==> src/rtl/ram_program_loader.sv <==
// Loads a program into RAM one byte at a time over valid/ready and holds the CPU for the whole load.
// Latency: byte accepted at N -> mar_load N+1 -> ram_write N+2 -> byte_ready again at N+3+SETTLE_CYCLES.
// Backpressure: byte_ready only in WAIT_BYTE, and abort removes it combinationally.
module ram_program_loader #(
  parameter int ADDR_WIDTH     = 4,
  parameter int DATA_WIDTH     = 8,
  parameter int SETTLE_CYCLES  = 2,
  parameter int TIMEOUT_CYCLES = 27000000
) (
  input  logic                  clk,
  input  logic                  rst_n,
  input  logic                  start,
  input  logic                  abort,
  input  logic [ADDR_WIDTH:0]   prog_len,
  input  logic                  byte_valid,
  input  logic [DATA_WIDTH-1:0] byte_data,
  output logic                  byte_ready,
  output logic                  mar_load,
  output logic [ADDR_WIDTH-1:0] mar_addr,
  output logic                  ram_write,
  output logic [DATA_WIDTH-1:0] ram_data,
  output logic                  cpu_hold,
  output logic                  busy,
  output logic                  done,
  output logic                  error
);
  localparam int LW = ADDR_WIDTH + 1;
  localparam int TW = $clog2(TIMEOUT_CYCLES);
  localparam int SW = (SETTLE_CYCLES > 1) ? $clog2(SETTLE_CYCLES) : 1;
  localparam logic [LW-1:0] DEPTH_LEN = {1'b1, {ADDR_WIDTH{1'b0}}};

  localparam logic [2:0] ST_IDLE   = 3'd0;
  localparam logic [2:0] ST_WAIT   = 3'd1;
  localparam logic [2:0] ST_SETADR = 3'd2;
  localparam logic [2:0] ST_WRITE  = 3'd3;
  localparam logic [2:0] ST_SETTLE = 3'd4;
  localparam logic [2:0] ST_DONE   = 3'd5;
  localparam logic [2:0] ST_ERROR  = 3'd6;

  logic [2:0]            state, state_nxt;
  logic [ADDR_WIDTH-1:0] addr;
  logic [LW-1:0]         len;
  logic [LW-1:0]         len_clamped;
  logic [TW-1:0]         timeout;
  logic [SW-1:0]         settle_cnt;
  logic                  xfer, start_ok, timeout_hit, settle_last, last_addr;

  assign byte_ready  = (state == ST_WAIT) & ~abort;
  assign xfer        = byte_valid & byte_ready;
  assign start_ok    = start & ~abort & ((state == ST_IDLE) | (state == ST_ERROR));
  assign len_clamped = (prog_len > DEPTH_LEN) ? DEPTH_LEN : prog_len;
  assign timeout_hit = (timeout == TW'(TIMEOUT_CYCLES - 1));
  assign settle_last = (settle_cnt == SW'(SETTLE_CYCLES - 1));
  // len is never 0 outside IDLE/DONE, so len-1 cannot underflow here
  assign last_addr   = ({1'b0, addr} == (len - LW'(1)));

  always_comb begin
    state_nxt = state;
    if (abort) begin
      state_nxt = ST_IDLE;
    end else begin
      case (state)
        ST_IDLE, ST_ERROR: if (start) state_nxt = (len_clamped == '0) ? ST_DONE : ST_WAIT;
        ST_WAIT: begin
          if (xfer)             state_nxt = ST_SETADR;
          else if (timeout_hit) state_nxt = ST_ERROR;
        end
        ST_SETADR: state_nxt = ST_WRITE;
        ST_WRITE:  state_nxt = ST_SETTLE;
        ST_SETTLE: if (settle_last) state_nxt = last_addr ? ST_DONE : ST_WAIT;
        ST_DONE:   state_nxt = ST_IDLE;
        default:   state_nxt = ST_IDLE;
      endcase
    end
  end

  // Strobes are registered from the next state so they line up with the state they describe
  always_ff @(posedge clk or negedge rst_n) begin
    if (!rst_n) begin
      state      <= ST_IDLE;
      addr       <= '0;
      len        <= '0;
      timeout    <= '0;
      settle_cnt <= '0;
      mar_load   <= 1'b0;
      mar_addr   <= '0;
      ram_write  <= 1'b0;
      ram_data   <= '0;
      cpu_hold   <= 1'b0;
      busy       <= 1'b0;
      done       <= 1'b0;
      error      <= 1'b0;
    end else begin
      state     <= state_nxt;
      busy      <= (state_nxt != ST_IDLE);
      cpu_hold  <= (state_nxt != ST_IDLE);
      mar_load  <= (state_nxt == ST_SETADR);
      ram_write <= (state_nxt == ST_WRITE);
      done      <= (state_nxt == ST_DONE);

      if (start_ok) begin
        len     <= len_clamped;
        addr    <= '0;
        timeout <= '0;
        error   <= 1'b0;
      end else if (state == ST_WAIT) begin
        timeout <= (xfer | timeout_hit) ? '0 : timeout + TW'(1);
        if (state_nxt == ST_ERROR) error <= 1'b1;
      end

      if (xfer) ram_data <= byte_data;
      if (state_nxt == ST_SETADR) mar_addr <= addr;

      if (state == ST_SETTLE) settle_cnt <= settle_last ? '0 : settle_cnt + SW'(1);
      else                    settle_cnt <= '0;

      if ((state == ST_SETTLE) && (state_nxt == ST_WAIT)) addr <= addr + ADDR_WIDTH'(1);
    end
  end
endmodule

==> config.mk <==
export PLATFORM = sky130hd
export DESIGN_NAME = ram_program_loader
export DESIGN_NICKNAME = d
export VERILOG_FILES = /design/src/rtl/ram_program_loader.sv
export SDC_FILE = /design/constraint.sdc
export NUM_CORES = 1
export LEC_CHECK = 0
export BUFFER_PORTS_ARGS = -buffer_cell sky130_fd_sc_hd__buf_4
export CORE_UTILIZATION = 64
export CTS_BUF_LIST = sky130_fd_sc_hd__clkbuf_8
export DETAILED_ROUTE_END_ITERATION = 6
export PLACE_DENSITY_LB_ADDON = 0.12
export SLEW_MARGIN = 20
export SYNTH_ARGS = -nofsm -noshare
export SYNTH_HDL_FRONTEND = slang
export SYNTH_SLANG_ARGS = --single-unit
==> constraint.sdc <==
create_clock -name clk -period 3.8 [get_ports clk]
set_clock_uncertainty 0.2 [all_clocks]
set_input_delay 1.14 -clock clk [delete_from_list [all_inputs] [get_ports clk]]
set_output_delay 1.14 -clock clk [all_outputs]
set_load 0.1 [all_outputs]
==> metrics.md <==
| Metric | Value |
|---|---|
| 1st-iter DRT viols | `164` |
| FF+latch count, synth | `55` |
| P_leak | `0.00149 µW` |
| Latest clock arrival within the worst-skew pair | `0.32 ns` |
| Distinct cells, synth | `52` |
| RSZ-0062 raised after global routing | `false` |
| DRC | `0` |
| Gr usage total | `26.9%` |
| Setup TNS | `0 ns` |
| Initial antenna violation count | `0` |
| H-tree Lvls | `2` |
| Worst path slowest cell | `dfrtp_1` |
| Area grow syn2layout | `12.3%` |
| Die extent in x | `a little under 70 µm` |
| Int Pwr | `919 µW` |
| Hold Path Class | `reg2reg` |
| Hold-critical path endpoint | `settle_cnt` |
| Achievable clock frequency | `322 MHz` |
| Final ANT Viol Nets | `0` |
| Post_cts resized | `0` |
| Cell with the most instances after synthesis | `nand2_1` |
| DRT Pass-1 Iters | `4` |
| Syn_area_per_cell | `a little under 9 µm²` |
| Syn. warnings | `0` |
| Vias in the first global route | `2330` |
| Multi-input logic area | `about 0.0014 mm²` |
| Register Area | `0.00138 mm²` |
| CTS Hold Bufs | `0` |
| Arr. time, crit path | `1.76 ns` |
| Grt met3 use | `5.23%` |
| HPWL Detailed | `4.16 mm` |
| Clk root buf | `clkbuf_8` |
| # Post-CTS Setup Buffers | `0` |
| Fin. max-slew vios | `0` |
| Gate Count Post-Synth | `333` |
| I/O Buffers | `36` |
| Final Hold Vio Count | `0` |
| WHS | `0.265 ns` |
| CTS sink cnt | `55` |
| Final #Nets | `around 380` |
| Mapped cell area | `between 0.002 and 0.003 mm²` |
| Fillcell total | `330` |
| Flop pwr share | `approximately 43%` |
| Die Y | `69.6 µm` |
| Post-route cell area | `0.00328 mm²` |
| Logic pwr share | `a little over a third` |
| Worst-path cell chain | `or3b_1 > nor2_1 > buf_4` |
| Worst Path Buf+Inv | `1` |
| Fin cells | `413` |
| Io pins | `37` |
| Clock-pin slew on the worst setup and hold paths | `0.10 ns` |
| Type of the worst setup path | `reg2out` |
| Switching share of power | `42.8%` |
| Pwr per Cell Area | `between 400 and 500 mW/mm²` |
| Max Root-Sink Buffers | `2` |
| Maxcap violations | `0` |
| Delay of the slowest cell on the worst path | `0.54 ns` |
| WL final | `6.01 mm` |
| Worst-margin pin slew | `0.850 ns` |
| Synth cell count leaders | `63 x nand2_1, 55 x dfrtp_1, 37 x o21ai_0` |
| Ys async rst share | `100%` |
| Syn Nets | `354` |
| Row count | `24` |
| Post-synth top area cell | `dfrtp_1` |
| Main synth FF type | `dfrtp_1` |
| Normalized max-slew margin | `43.1%` |
| Most used routing layer | `met2` |
| CP Max Fanout | `13` |
| Setup violators final | `0` |
| Reg2reg path depth | `6` |
| Largest net degree at the start of global routing | `between 50 and 60` |
| CP Launch Type | `flip-flop` |
| Number of synthesized flops with an enable pin | `0` |
| CP top delay family | `simple AND/OR/NAND/NOR gates` |
| CTS tree | `built` |
| Power, Total | `1610 µW` |
| Top post-synthesis cells by area | `dfrtp_1 47%, nand2_1 8.1%, o21ai_0 6.3%` |
| Core ar. | `0.00438 mm²` |
| WL per Instance | `14.5 µm` |
| Ant diodes | `0` |
| Status | `completed` |
| Total grt overflow | `0` |
| Switching power | `687 µW` |
| Period utilization | `81.6%` |
| Vias per inst | `~6.0` |
| Placed Area | `between 0.003 and 0.004 mm²` |
| M1 GR Usage | `between 30% and 40%` |
| Placed cell count | `405` |
| Crit Reg-Reg Endpoint | `addr[0]` |
| Die area | `0.00484 mm²` |
| Clock share of power | `21.4%` |
| R2R Path Start | `timeout[10]` |
| WP data required | `2.46 ns` |
| Number of CTS-inserted buffers | `5` |
| Global-route wire length before repair | `10.5 mm` |
| Via count | `around 2500` |
| Seq/Total Area, Yosys | `about 47%` |
| Tmin final | `3.10 ns` |
| CP endpoint kind | `primary output` |
| GPL Wtd Cong | `0.837` |
| Initial Utilization | `~67%` |
| Met2 Use GR | `45.3%` |
| Worst R2R Setup Slack | `between 0.9 and 1 ns` |
| Maximum VDD drop | `approximately 320 µV` |
| Crit path launch | `state[1]` |
| Synth top area share | `47.1%` |
| Min-Delay Path Depth | `1` |
| Hold_sp | `settle_cnt` |
| Share of cells above drive strength 1 | `15.2%` |
## worst max-delay path by stage
stage	endpoint	slack (ns)	cells after the start
finish	byte_ready	0.70	3
global route	byte_ready	0.57	3
CTS	byte_ready	0.69	3
detailed placement	byte_ready	0.79	3
global placement	byte_ready	0.80	3
floorplan	byte_ready	0.07	1
## power groups by stage
stage | combinational, µW | clock (µW) | sequential [µW]
finish | 565 | 344 | 697
global route | 600 | 370 | 707
CTS | 568 | 351 | 697
detailed placement | 567 | 0 | 709
global placement | 559 | 0 | 706
floorplan | 192 | 0 | 954
## cell type report
| class | count | area share [%] |
|---|---|---|
| clock buffers | 5 | 2.10 |
| repair buffers | 37 | 8.47 |
| multi-input cells | 256 | 44.1 |
| inverters | 5 | 0.572 |
| clock inverters | 3 | 0.839 |
| well taps | 52 | 1.98 |
| flip-flops and latches | 55 | 42.0 |
## registers in the layout, summed over array words and instances, names as in the netlist, 3 cells and up
signal	cells
mar_addr	4
len	5
timeout	25
addr	4
ram_data	8
state	3
## placed cells by master (no fill, tap or decap), drive strengths merged, types with 2 or more instances in the layout
cell | synthesis | layout
a211oi | 2 | 2
a21oi | 12 | 12
a31oi | 6 | 6
and2 | 4 | 4
and3 | 6 | 6
buf | 10 | 37
clkbuf | 7 | 5
dfrtp | 55 | 55
ha | 3 | 3
inv | 5 | 6
mux2i | 2 | 2
nand2 | 63 | 63
nand2b | 7 | 7
nand3 | 11 | 11
nand3b | 2 | 2
nand4 | 14 | 14
nor2 | 28 | 28
nor2b | 6 | 6
nor3 | 6 | 6
nor4 | 6 | 6
o211ai | 2 | 2
o21ai | 39 | 39
o31ai | 7 | 7
o41ai | 4 | 4
or3 | 2 | 2
xnor2 | 5 | 5
xor2 | 3 | 3
## layer usage
layer  part of all wire [%]  wire length (µm)
met5                      0                 0
met4                   0.98                59
met3                    3.6               216
met2                     51              3040
met1                     45              2690
## kinds of logic (layout without fill, tap and decap cells)
kind of cell / count (synthesis) / after routing / synth area share, %
AOI/OAI and AO/OA: 79 / 79 / 16.8
xor gates and xnor gates: 8 / 8 / 2.40
adders and majority gates: 3 / 3 / 1.29
buffers and inverters: 22 / 50 / 3.34
DFF: 55 / 55 / 47.1
muxes: 3 / 3 / 1.07
and+or+nand+nor: 163 / 163 / 28.0
## metrics by stage
stage / worst slack [ns] / utilization, %
floorplan: 0.0669 / -
global placement: 0.796 / 72.6
detailed placement: 0.793 / 72.6
CTS: 0.693 / 74.8
global route: 0.573 / 74.8
finish: 0.698 / 74.8
(Power assumes the default switching activity.)
